[config.mk]
export PLATFORM = sky130hd
export DESIGN_NAME = cas_fsk_player_flat
export DESIGN_NICKNAME = d
export VERILOG_FILES = /design/src/rtl/cas_fsk_player_if.sv /design/src/rtl/cas_fsk_player.sv /design/src/flat_wrapper.sv
export SDC_FILE = /design/constraint.sdc
export NUM_CORES = 1
export LEC_CHECK = 0
export ABC_AREA = 1
export BUFFER_PORTS_ARGS = -buffer_cell sky130_fd_sc_hd__buf_2
export CAP_MARGIN = 10
export CORE_MARGIN = 8
export CORE_UTILIZATION = 40
export CTS_CLUSTER_DIAMETER = 120
export CTS_CLUSTER_SIZE = 10
export DETAILED_ROUTE_END_ITERATION = 10
export PLACE_DENSITY_LB_ADDON = 0.1
export SLEW_MARGIN = 20
export SYNTH_ARGS = -nofsm -noshare
export SYNTH_HDL_FRONTEND = slang
export SYNTH_SLANG_ARGS = --single-unit
[constraint.sdc]
create_clock -name clk -period 4.6 [get_ports clk]
set_clock_uncertainty 0.05 [all_clocks]
set_input_delay 0.92 -clock clk [delete_from_list [all_inputs] [get_ports clk]]
set_output_delay 0.92 -clock clk [all_outputs]
set_load 0.02 [all_outputs]
[src/rtl/cas_fsk_player_if.sv]
// rtl/cas_fsk_player_if.sv - CAS buffer RAM read port between the player and the buffer
interface cas_fsk_player_if #(
  parameter int ADDR_W = 16
);
  logic [ADDR_W-1:0] rd_addr;
  logic              rd;
  logic [7:0]        rd_data;

  modport master (output rd_addr, output rd, input rd_data);
  modport slave  (input rd_addr, input rd, output rd_data);
endinterface

[src/rtl/cas_fsk_player.sv]
// rtl/cas_fsk_player.sv - CAS buffer playback engine producing the FSK tape waveform
module cas_fsk_player #(
  parameter int ADDR_W     = 16,
  parameter int HALF0      = 8889,
  parameter int HALF1      = 4444,
  parameter int PILOT_BITS = 2048,
  parameter int INVERT     = 0
) (
  input  logic                clk,
  input  logic                reset,
  input  logic                ce,
  input  logic                play,
  input  logic                rewind,
  input  logic [ADDR_W-1:0]   len,
  cas_fsk_player_if.master    ram,
  output logic                data,
  output logic [2:0]          status
);

  localparam int HMAX = (HALF0 > HALF1) ? HALF0 : HALF1;
  localparam int HC_W = $clog2(HMAX + 1);
  localparam int PC_W = $clog2(PILOT_BITS + 1);
  localparam logic [HC_W-1:0] H0 = HC_W'(HALF0);
  localparam logic [HC_W-1:0] H1 = HC_W'(HALF1);

  typedef enum logic [2:0] {
    S_IDLE, S_PILOT, S_FETCH, S_LATCH, S_BIT, S_DONE
  } state_t;

  state_t            state;
  logic [ADDR_W-1:0] ptr;
  logic [ADDR_W-1:0] len_q;
  logic [8:0]        sr;
  logic [3:0]        bit_cnt;
  logic [PC_W-1:0]   pilot_cnt;
  logic [HC_W-1:0]   half_cnt;
  logic [2:0]        half_left;
  logic              level;
  logic              rd_q;
  logic              tick;

  // Bit timing only advances on ce while the motor runs in a waveform state.
  assign tick = play && ce && (state == S_PILOT || state == S_BIT);

  assign ram.rd_addr = ptr;
  assign ram.rd      = rd_q;
  assign data        = level ^ (INVERT != 0);

  always_ff @(posedge clk) begin
    if (reset || rewind) begin
      state     <= S_IDLE;
      ptr       <= '0;
      len_q     <= '0;
      sr        <= '0;
      bit_cnt   <= '0;
      pilot_cnt <= '0;
      half_cnt  <= '0;
      half_left <= '0;
      level     <= 1'b0;
      rd_q      <= 1'b0;
      status    <= 3'd0;
    end else begin
      case (state)
        S_PILOT:                  status <= play ? 3'd1 : 3'd3;
        S_FETCH, S_LATCH, S_BIT:  status <= play ? 3'd2 : 3'd3;
        S_DONE:                   status <= 3'd4;
        default:                  status <= 3'd0;
      endcase

      case (state)
        S_IDLE: begin
          if (play) begin
            state     <= S_PILOT;
            pilot_cnt <= PC_W'(PILOT_BITS);
            half_cnt  <= H1;
            half_left <= 3'd4;
          end
        end
        S_PILOT: begin
          if (tick) begin
            if (half_cnt > HC_W'(1)) begin
              half_cnt <= half_cnt - HC_W'(1);
            end else begin
              level <= ~level;
              if (half_left > 3'd1) begin
                half_left <= half_left - 3'd1;
                half_cnt  <= H1;
              end else if (pilot_cnt > PC_W'(1)) begin
                pilot_cnt <= pilot_cnt - PC_W'(1);
                half_left <= 3'd4;
                half_cnt  <= H1;
              end else begin
                len_q <= len;
                if (len == '0) begin
                  state <= S_DONE;
                end else begin
                  state <= S_FETCH;
                  rd_q  <= 1'b1;
                end
              end
            end
          end
        end
        S_FETCH: begin
          if (play) begin
            state <= S_LATCH;
            rd_q  <= 1'b0;
          end
        end
        S_LATCH: begin
          if (play) begin
            sr        <= {1'b0, ram.rd_data};
            ptr       <= ptr + 1'b1;
            bit_cnt   <= 4'd9;
            half_cnt  <= H0;
            half_left <= 3'd2;
            state     <= S_BIT;
          end
        end
        S_BIT: begin
          if (tick) begin
            if (half_cnt > HC_W'(1)) begin
              half_cnt <= half_cnt - HC_W'(1);
            end else begin
              level <= ~level;
              if (half_left > 3'd1) begin
                half_left <= half_left - 3'd1;
                half_cnt  <= sr[8] ? H1 : H0;
              end else if (bit_cnt > 4'd1) begin
                // sr[7] becomes the next bit after the shift.
                sr        <= {sr[7:0], 1'b0};
                bit_cnt   <= bit_cnt - 4'd1;
                half_cnt  <= sr[7] ? H1 : H0;
                half_left <= sr[7] ? 3'd4 : 3'd2;
              end else if (ptr == len_q) begin
                state <= S_DONE;
              end else begin
                state <= S_FETCH;
                rd_q  <= 1'b1;
              end
            end
          end
        end
        S_DONE: begin
          level <= 1'b0;
        end
        default: begin
          state <= S_IDLE;
        end
      endcase
    end
  end

endmodule

[src/flat_wrapper.sv]
// flat-port wrapper written by rule: the top's interface ports become plain ports
module cas_fsk_player_flat 
#(
  parameter int ADDR_W     = 16,
  parameter int HALF0      = 8889,
  parameter int HALF1      = 4444,
  parameter int PILOT_BITS = 2048,
  parameter int INVERT     = 0
)
  (clk, reset, ce, play, rewind, len, data, status, ram_rd_addr, ram_rd, ram_rd_data);
  cas_fsk_player_if #(.ADDR_W(ADDR_W)) ram_i ();
  input  logic clk;
  input  logic reset;
  input  logic ce;
  input  logic play;
  input  logic rewind;
  input  logic [ADDR_W-1:0] len;
  output logic data;
  output logic [2:0] status;
  output wire logic [$bits(ram_i.rd_addr)-1:0] ram_rd_addr;
  output wire logic [$bits(ram_i.rd)-1:0] ram_rd;
  input wire logic [$bits(ram_i.rd_data)-1:0] ram_rd_data;
  assign ram_rd_addr = ram_i.rd_addr;
  assign ram_rd = ram_i.rd;
  assign ram_i.rd_data = ram_rd_data;
  cas_fsk_player #(.ADDR_W(ADDR_W), .HALF0(HALF0), .HALF1(HALF1), .PILOT_BITS(PILOT_BITS), .INVERT(INVERT)) u_core (.clk(clk), .reset(reset), .ce(ce), .play(play), .rewind(rewind), .len(len), .ram(ram_i), .data(data), .status(status));
endmodule
==> results of run 1 <==
[worst paths after layout]
path	start	to	slack (ns)	cells past startpoint
max	u_core.state[0]	u_core.sr[8]	2.22	10
min	u_core.ram.rd	u_core.ram.rd	0.42	2
max reg2reg	u_core.state[0]	u_core.sr[8]	2.22	10
min reg2reg	u_core.ram.rd	u_core.ram.rd	0.42	2
[worst register-to-register path, stage by stage (launching register included)]
cell	delay [ns]
dfxtp_1	0.43
nor2_4	0.21
nand2_4	0.16
inv_2	0.29
nand2_1	0.15
nand2_1	0.10
a21oi_1	0.04
nand2_1	0.36
inv_2	0.21
o21ai_0	0.21
nor2_1	0.05
[state kept, by name (all words and copies together) (netlist names)]
signal,cells
u_core.ram.rd,1
u_core.sr,9
u_core.status,3
u_core.data,1
u_core.state,3
u_core.half_left,3
u_core.ram.rd_addr,16
u_core.half_cnt,14
u_core.len_q,16
u_core.bit_cnt,4
u_core.pilot_cnt,12
[per-stage QoR]
stage	util (%)	cell area [µm²]	worst slack [ns]
after floorplan	-	4950	2.68
after global placement	44.0	5310	1.94
after detailed placement	44.0	5310	1.93
after CTS	46.5	5610	2.00
after global routing	46.6	5620	2.02
final	46.6	5620	2.22
[cells in the mapped netlist (all sizes together)]
master / instances / area share, %
nand2: 228 / 18
nor2: 119 / 9.8
inv: 103 / 7.8
dfxtp: 82 / 33
a21oi: 70 / 7.1
o21ai: 49 / 5.0
nand3: 43 / 4.9
nor3: 18 / 2.0
nand4: 14 / 1.9
xor2: 14 / 2.5
buf: 13 / 1.8
ha: 9 / 2.3
clkbuf: 8 / 0.61
xnor2: 4 / 0.71
or2: 3 / 0.38
and2: 2 / 0.25
and3: 2 / 0.25
clkinv: 2 / 0.15
o21a: 2 / 0.30
a211oi: 1 / 0.15
a21boi: 1 / 0.15
nand3b: 1 / 0.15
nor3b: 1 / 0.15
nor4: 1 / 0.13
o2111ai: 1 / 0.18
o211ai: 1 / 0.15
o21bai: 1 / 0.15
[where the power goes]
group	internal, W	switching, W	leakage (nW)
logic	0.000110	0.000222	1.77
clock network	0.000450	0.000291	0.147
registers	0.000725	0.0000179	0.662
total	0.00129	0.000531	2.58
[kinds of logic after synthesis]
| kind of cell | after synthesis | share of synthesized area [%] |
|---|---|---|
| AO/OA/AOI/OAI | 126 | 13.1 |
| XOR/XNOR | 18 | 3.19 |
| adder cells (fa/ha/maj) | 9 | 2.28 |
| buffers and inverters | 126 | 10.3 |
| flip-flops | 82 | 33.2 |
| AND/OR/NAND/NOR | 432 | 37.9 |
[routing by layer]
metal	up-vias	share of wire, %	track usage, %
li1	2594	-	-
met1	2213	49	20.0
met2	66	46	26.3
met3	6	4.0	4.70
met4	0	0.62	3.78
met5	-	0	0
[cell type report]
cell class	instances	area, µm²	share of cell area [%]
multi-input combinational	585	2800	49.8
inverter	105	394	7.01
timing repair buffer	52	275	4.90
clock inverter	2	35.0	0.623
clock buffer	14	264	4.70
sequential	82	1640	29.2
tap	168	210	3.74
==> run_results.csv, run 1 <==
group,metric,value,unit
floorplan,io_pins,50,
final_layout,layout-drive-gt1-share,12.4,%
critical_path,worstSetupPathType,"reg2reg",
critical_path,cp_max_fo,16,
sta,period_share,51.6,%
floorplan,num_rows,40,
critical_path,cp.arrival,2.55,ns
sta,setup_viol,0,
worst_hold_path,hp-class,"reg2reg",
power,power.leakage,2.58,nW
detailed_routing,routedWlPerCell,12.6,µm
logic_synthesis,synth_cell_types,41,
critical_path,end_kind,"flop",
detailed_routing,drc_errors,0,
global_route,grt_pass1_vias,4538,
outcome,run_status,"finished clean",
place,gp_congestion,0.839,
clocking,cts_tree,"done",
clocking,clock-root-buffer,"clkbuf_16",
clocking,cts.htree.levels,3,
logic_synthesis,synth-warning-count,0,
final_layout,layout.nets,873,
logic_synthesis,ys_seq_area_share,33.2,%
critical_path,crit_path_top_delay_cell,"dfxtp_1",
detailed_routing,first_iter_violations,366,
global_route,grt_overflow,0,
sta,holdWs,0.419,ns
clocking,ctsLongestPathBuffers,2,
floorplan,fp.coreArea,12100,µm²
final_layout,final_cell_mix,"nand2_1, nor2_1, inv_1",
critical_path,path_common_cell,"nand2_1",
power,power,0.00182,W
global_route,grt.total_usage,16.0,%
final_layout,n_antenna_cell,0,
detailed_routing,vias,4879,
place,dp_cells,991,
power,irDropWorstVdd,0.223,mV
sta,setup_tns,0,ns
run,max_cap_violations,0,
floorplan,start_util,41.0,%
clocking,cts.repair.resized,0,
logic_synthesis,syn_avg_cell_area,6.24,µm²
critical_path,max_stage_delay,0.43,ns
sta,rsz0062_at_grt,"false",
critical_path,crit_buf_inv,2,
global_route,grt_max_degree,48,
clocking,postCtsHoldBufs,0,
sta,max_freq,421,MHz
critical_path,required,4.78,ns
sta,worstMarginPinSlew,0.529,ns
sta,relSlewSlack,64.5,%
place,io_buffers,49,
final_layout,fillers,1270,
sta,maxSlewViolCount,0,
power,power_density,323,nW/µm²
logic_synthesis,synth.net_count,831,
detailed_routing,drt_first_pass_iters,7,
critical_path,path_cells,"nor2_4 > nand2_4 > inv_2 > nand2_1 > nand2_1 > a21oi_1 > nand2_1 > inv_2 > o21ai_0 > nor2_1",
sta,hold_viol_final,0,
floorplan,fp.dieArea,16200,µm²
detailed_routing,ant_nets,0,
critical_path,critical-path-top-delay-family,"simple AND/OR/NAND/NOR gates",
logic_synthesis,synthCells,793,
detailed_routing,viasPerCell,4.84,
clocking,clock_latency,0.35,ns
detailed_routing,routed_wl,12.7,mm
final_layout,syn2layout_area_growth,13.6,%
final_layout,final_common_cell,"nand2_1",
logic_synthesis,synth_seq_cells,82,
final_layout,final_cells,1008,
clocking,cts_sinks,82,
floorplan,die_h,127,µm
place,dpl.hpwl,9.18,mm
global_route,antenna_found_initial,0,
clocking,clk_pin_slew,0.06,ns
global_route,grt_pass1_wl,21.3,mm
floorplan,die_width,127,µm
sta,period_needed,2.38,ns
critical_path,crit_path_start_kind,"flop",
clocking,post-cts-setup-buffer-count,0,
logic_synthesis,synth_area,4950,µm²
clocking,cts_buffers,9,
No activity file was read; power rests on OpenSTA's default activity.
==> run 2: changes to the inputs <==
Clock period 4.6 ns to 1.9 ns, I/O delays scaled along.
==> run_results.csv, run 2 (same netlist as run 1, synthesis figures left out) <==
group,metric,value,unit
outcome,run_status,"finished clean",
place,io_buffers,49,
sta,setup_viol,0,
power,power.leakage,2.89,nW
global_route,grt.total_usage,17.1,%
critical_path,cp_max_fo,8,
floorplan,die_width,127,µm
worst_hold_path,worstHoldStart,"len[11]",
place,dpl.hpwl,9.90,mm
clocking,clock_latency,0.34,ns
detailed_routing,wl_met3,521,µm
sta,worstMarginPinSlew,0.490,ns
power,intPower,0.00333,W
power,power,0.00471,W
global_route,grt_max_degree,47,
global_route,grt_overflow,0,
detailed_routing,routedWlPerCell,13.0,µm
clocking,cts.htree.levels,3,
final_layout,layout.nets,920,
sta,period_share,100,%
critical_path,crit_start,"u_core.half_cnt[1]",
final_layout,finalInstanceArea,6230,µm²
detailed_routing,routed_wl,13.8,mm
detailed_routing,drt-met1-wl,6.52,mm
final_layout,syn2layout_area_growth,25.8,%
global_route,grt_pass1_vias,4908,
floorplan,fp.dieArea,16200,µm²
sta,rsz0062_at_grt,"true",
critical_path,rr_startpoint,"u_core.half_cnt[1]",
critical_path,worstSetupPathType,"reg2reg",
floorplan,die_h,127,µm
final_layout,final_common_cell,"nand2_1",
final_layout,n_antenna_cell,0,
sta,relSlewSlack,67.3,%
clocking,clock-root-buffer,"clkbuf_16",
place,gp_congestion,0.900,
final_layout,fin_util,51.6,%
sta,maxSlewViolCount,0,
floorplan,start_util,41.0,%
sta,period_needed,1.90,ns
final_layout,final_cells,1055,
power,irDropWorstVdd,0.466,mV
detailed_routing,ant_nets,0,
power,combPwrFrac,21.3,%
floorplan,io_pins,50,
power,pwr-share-seq,38.2,%
power,switching_share,29.3,%
clocking,cts_sinks,82,
detailed_routing,route.met2.wl,6.55,mm
power,clock_power_share,40.5,%
floorplan,fp.coreArea,12100,µm²
clocking,clk_pin_slew,0.07,ns
critical_path,required,2.12,ns
clocking,cts_tree,"done",
run,max_cap_violations,0,
detailed_routing,vias,5151,
place,dp_cells,1030,
detailed_routing,drt_first_pass_iters,5,
place,place_area,5630,µm²
clocking,ctsLongestPathBuffers,2,
final_layout,layout-drive-gt1-share,21.4,%
clocking,postCtsHoldBufs,0,
floorplan,num_rows,40,
detailed_routing,drc_errors,0,
sta,hold_viol_final,0,
final_layout,final_cell_mix,"nand2_1, nor2_1, inv_1",
critical_path,r2r_slack,0.0006,ns
power,p_sw,0.00138,W
detailed_routing,viasPerCell,4.88,
sta,setup_tns,0,ns
global_route,antenna_found_initial,0,
power,power_density,756,nW/µm²
sta,max_freq,526,MHz
critical_path,end_kind,"flop",
clocking,cts_buffers,9,
global_route,grt_pass1_wl,22.8,mm
detailed_routing,first_iter_violations,317,
critical_path,cp.arrival,2.12,ns
critical_path,crit_path_start_kind,"flop",
detailed_routing,highest_layer,"met4",
worst_hold_path,hp-class,"in2reg",
-- run 2: cell types whose count changed in the layout (fill, tap and decap cells not counted), sizes merged --
| cell | before | now |
|---|---|---|
| buf | 52 | 96 |
| bufinv | 1 | 2 |
| clkbuf | 14 | 12 |
| clkinv | 3 | 5 |
| inv | 103 | 104 |
| nand2 | 228 | 229 |
-- run 2: area by class of cell --
| cell class | count | area (µm²) |
|---|---|---|
| Fill cell | 1242 | 5840 |
| Multi-Input combinational cell | 586 | 2960 |
| Sequential cell | 82 | 1650 |
| Timing Repair Buffer | 98 | 677 |
| Inverter | 105 | 404 |
| Clock buffer | 10 | 239 |
| Tap cell | 168 | 210 |
| Clock inverter | 6 | 87.6 |
-- run 2: power by group through the flow --
stage / clock network, W / registers [W] / logic, W
CTS: 0.00196 / 0.00179 / 0.000922
global route: 0.00202 / 0.00180 / 0.00112
floorplan: 0 / 0.00182 / 0.000638
finish: 0.00191 / 0.00180 / 0.00100
detailed placement: 0 / 0.00183 / 0.000894
global placement: 0 / 0.00183 / 0.000891
-- run 2: layer usage --
metal  vias up  GRT usage (%)
met1      2356           21.4
li1       2698              -
met3        11           3.00
met2        86           28.4
met4         0           6.72
met5         -              0
-- run 2: path summary, 6_finish.rpt --
kind	endpoint	depth (start not counted)
min	u_core.len_q[11]	3
max	u_core.len_q[2]	10
max reg2reg	u_core.len_q[2]	10
min reg2reg	u_core.sr[0]	2
-- run 2: what timing repair did --
| item | in CTS | in global routing |
|---|---|---|
| pin swaps | 1 | 11 |
| buffers inserted | 0 | 6 |
| gates cloned | 1 | 2 |
| resized for setup | 4 | 51 |
| setup endpoints to repair | 6 | 62 |
-- run 2: per-stage QoR --
stage,hold WS (ns),worst slack [ns]
final,0.246,0.000620
after floorplan,0.390,0.137
after CTS,0.229,0.00591
after detailed placement,0.402,-0.0472
after global placement,0.396,0.0170
after global routing,0.255,-0.0695
-- run 2: worst max-delay path, stage by stage, from the launching register on --
cell and delay [ns]:
dfxtp_2 0.34, inv_4 0.08, ha_4 0.15, o211ai_1 0.14, nor2_4 0.19, nand2_2 0.10, nor3_4 0.28, buf_6 0.16
clkbuf_16 0.15, o21ai_1 0.06, a21oi_1 0.14
==> run 3: changes to the inputs <==
Settings changed: RECOVER_POWER set to 25.
==> run_results.csv, run 3 (same netlist as run 1, synthesis figures left out) <==
group,metric,value,unit
outcome,run_status,"finished clean",
critical_path,critical-path-top-delay-family,"simple AND/OR/NAND/NOR gates",
floorplan,die_width,127,µm
critical_path,worstSetupPathType,"reg2reg",
detailed_routing,drc_errors,0,
clocking,cts.htree.levels,3,
sta,period_needed,1.89,ns
global_route,grt_max_degree,47,
final_layout,syn2layout_area_growth,25.3,%
power,power_density,759,nW/µm²
floorplan,fp.dieArea,16200,µm²
detailed_routing,drt_first_pass_iters,4,
sta,setup_tns,0,ns
global_route,grt_overflow,0,
place,dpl.hpwl,9.90,mm
power,power,0.00471,W
clocking,cts_tree,"done",
run,max_cap_violations,0,
final_layout,final_cell_mix,"nand2_1, nor2_1, inv_1",
critical_path,crit_start,"u_core.half_cnt[1]",
global_route,grt.total_usage,17.1,%
final_layout,fin_util,51.4,%
final_layout,finalInstanceArea,6200,µm²
final_layout,fillers,1251,
detailed_routing,ant_nets,0,
worst_hold_path,hp-class,"in2reg",
sta,worstMarginPinSlew,0.490,ns
critical_path,max_stage_delay,0.34,ns
critical_path,cp.arrival,2.11,ns
sta,period_share,99.6,%
critical_path,crit_path_start_kind,"flop",
sta,relSlewSlack,67.3,%
critical_path,crit_buf_inv,3,
floorplan,start_util,41.0,%
place,place_area,5630,µm²
place,io_buffers,49,
sta,hold_viol_final,0,
worst_hold_path,worstHoldStart,"len[13]",
worst_hold_path,hold_path_end,"u_core.len_q[13]",
global_route,grt_pass1_wl,22.8,mm
detailed_routing,vias,5168,
clocking,clock_latency,0.34,ns
detailed_routing,routed_wl,13.7,mm
power,power.leakage,2.82,nW
sta,setup_viol,0,
power,irDropWorstVdd,0.466,mV
floorplan,num_rows,40,
detailed_routing,first_iter_violations,321,
detailed_routing,viasPerCell,4.90,
detailed_routing,routedWlPerCell,13.0,µm
critical_path,cp_max_fo,8,
critical_path,reg2reg_depth,10,
clocking,cts_sinks,82,
clocking,cts_buffers,9,
critical_path,end_kind,"flop",
sta,holdWs,0.244,ns
final_layout,n_antenna_cell,0,
critical_path,path_cells,"inv_4 > ha_4 > o211ai_1 > nor2_4 > nand2_2 > nor3_4 > buf_6 > clkbuf_16 > o21ai_1 > a21oi_1",
sta,maxSlewViolCount,0,
critical_path,crit_path_top_delay_cell,"dfxtp_2",
floorplan,fp.coreArea,12100,µm²
critical_path,rr_startpoint,"u_core.half_cnt[1]",
global_route,antenna_found_initial,0,
floorplan,io_pins,50,
global_route,grt_pass1_vias,4908,
clocking,clock-root-buffer,"clkbuf_16",
floorplan,die_h,127,µm
critical_path,required,2.12,ns
clocking,ctsLongestPathBuffers,2,
worst_hold_path,min_path_cells,3,
sta,max_freq,529,MHz
critical_path,r2r_slack,0.008,ns
final_layout,final_common_cell,"nand2_1",
final_layout,layout-drive-gt1-share,19.5,%
place,gp_congestion,0.900,
final_layout,layout.nets,920,
clocking,clk_pin_slew,0.06,ns
sta,rsz0062_at_grt,"true",
critical_path,reg2reg_to,"u_core.len_q[14]",
==> run 3: cell count changes in the layout (fill, tap and decap cells not counted), sizes merged <==
cell	delta
clkbuf	+17
buf	-17
==> run 3: layout make-up <==
class	count	area [µm²]	share of cell area (%)
Timing Repair Buffer	98	652	10.5
Sequential cell	82	1650	26.7
Clock buffer	10	239	3.86
Clock inverter	6	87.6	1.41
Inverter	105	404	6.52
Multi-Input combinational cell	586	2950	47.6
Tap cell	168	210	3.39
==> run 3: how the worst max path moves through the flow <==
stage                         endpoint  slack [ns]  depth (start not counted)
floorplan                 u_core.sr[8]        0.14                         11
global placement    u_core.half_cnt[6]        0.02                          9
detailed placement  u_core.half_cnt[8]       -0.05                         12
CTS                 u_core.half_cnt[9]       0.006                         14
global route           u_core.len_q[2]       -0.07                          9
finish                u_core.len_q[14]       0.008                         10
==> run 3: per-stage QoR <==
| step | setup slack, ns | cells |
|---|---|---|
| CTS | 0.00591 | 1047 |
| global placement | 0.0170 | 1030 |
| finish | 0.00813 | 1055 |
| floorplan | 0.137 | 793 |
| detailed placement | -0.0472 | 1030 |
| global route | -0.0695 | 1055 |
==> run 3: repair_timing <==
| item | in CTS | in global routing |
|---|---|---|
| setup endpoints to repair | 6 | 62 |
| setup buffers | 0 | 6 |
| cloned | 1 | 2 |
| pin swaps | 1 | 11 |
| hold buffers | 0 | 0 |
| gates resized for setup | 4 | 51 |
==> run 3: tightest hold or removal path: cells and delay by family <==
| kind | cells | cell delay [ns] |
|---|---|---|
| buffers and inverters | 2 | 0.11 |
| AO/OA/AOI/OAI | 1 | 0.10 |
==> run 3: power by group <==
group | switching [W] | internal (W)
Sequential | 0.0000416 | 0.00176
Clock | 0.000719 | 0.00119
Combinational | 0.000619 | 0.000382
==> run 3: routing by layer <==
layer | share of wire, % | up-vias | global-route usage [%]
met4 | 1.4 | 0 | 6.72
met5 | 0 | - | 0
li1 | - | 2700 | -
met2 | 47 | 73 | 28.4
met3 | 3.6 | 14 | 3.00
met1 | 48 | 2381 | 21.4
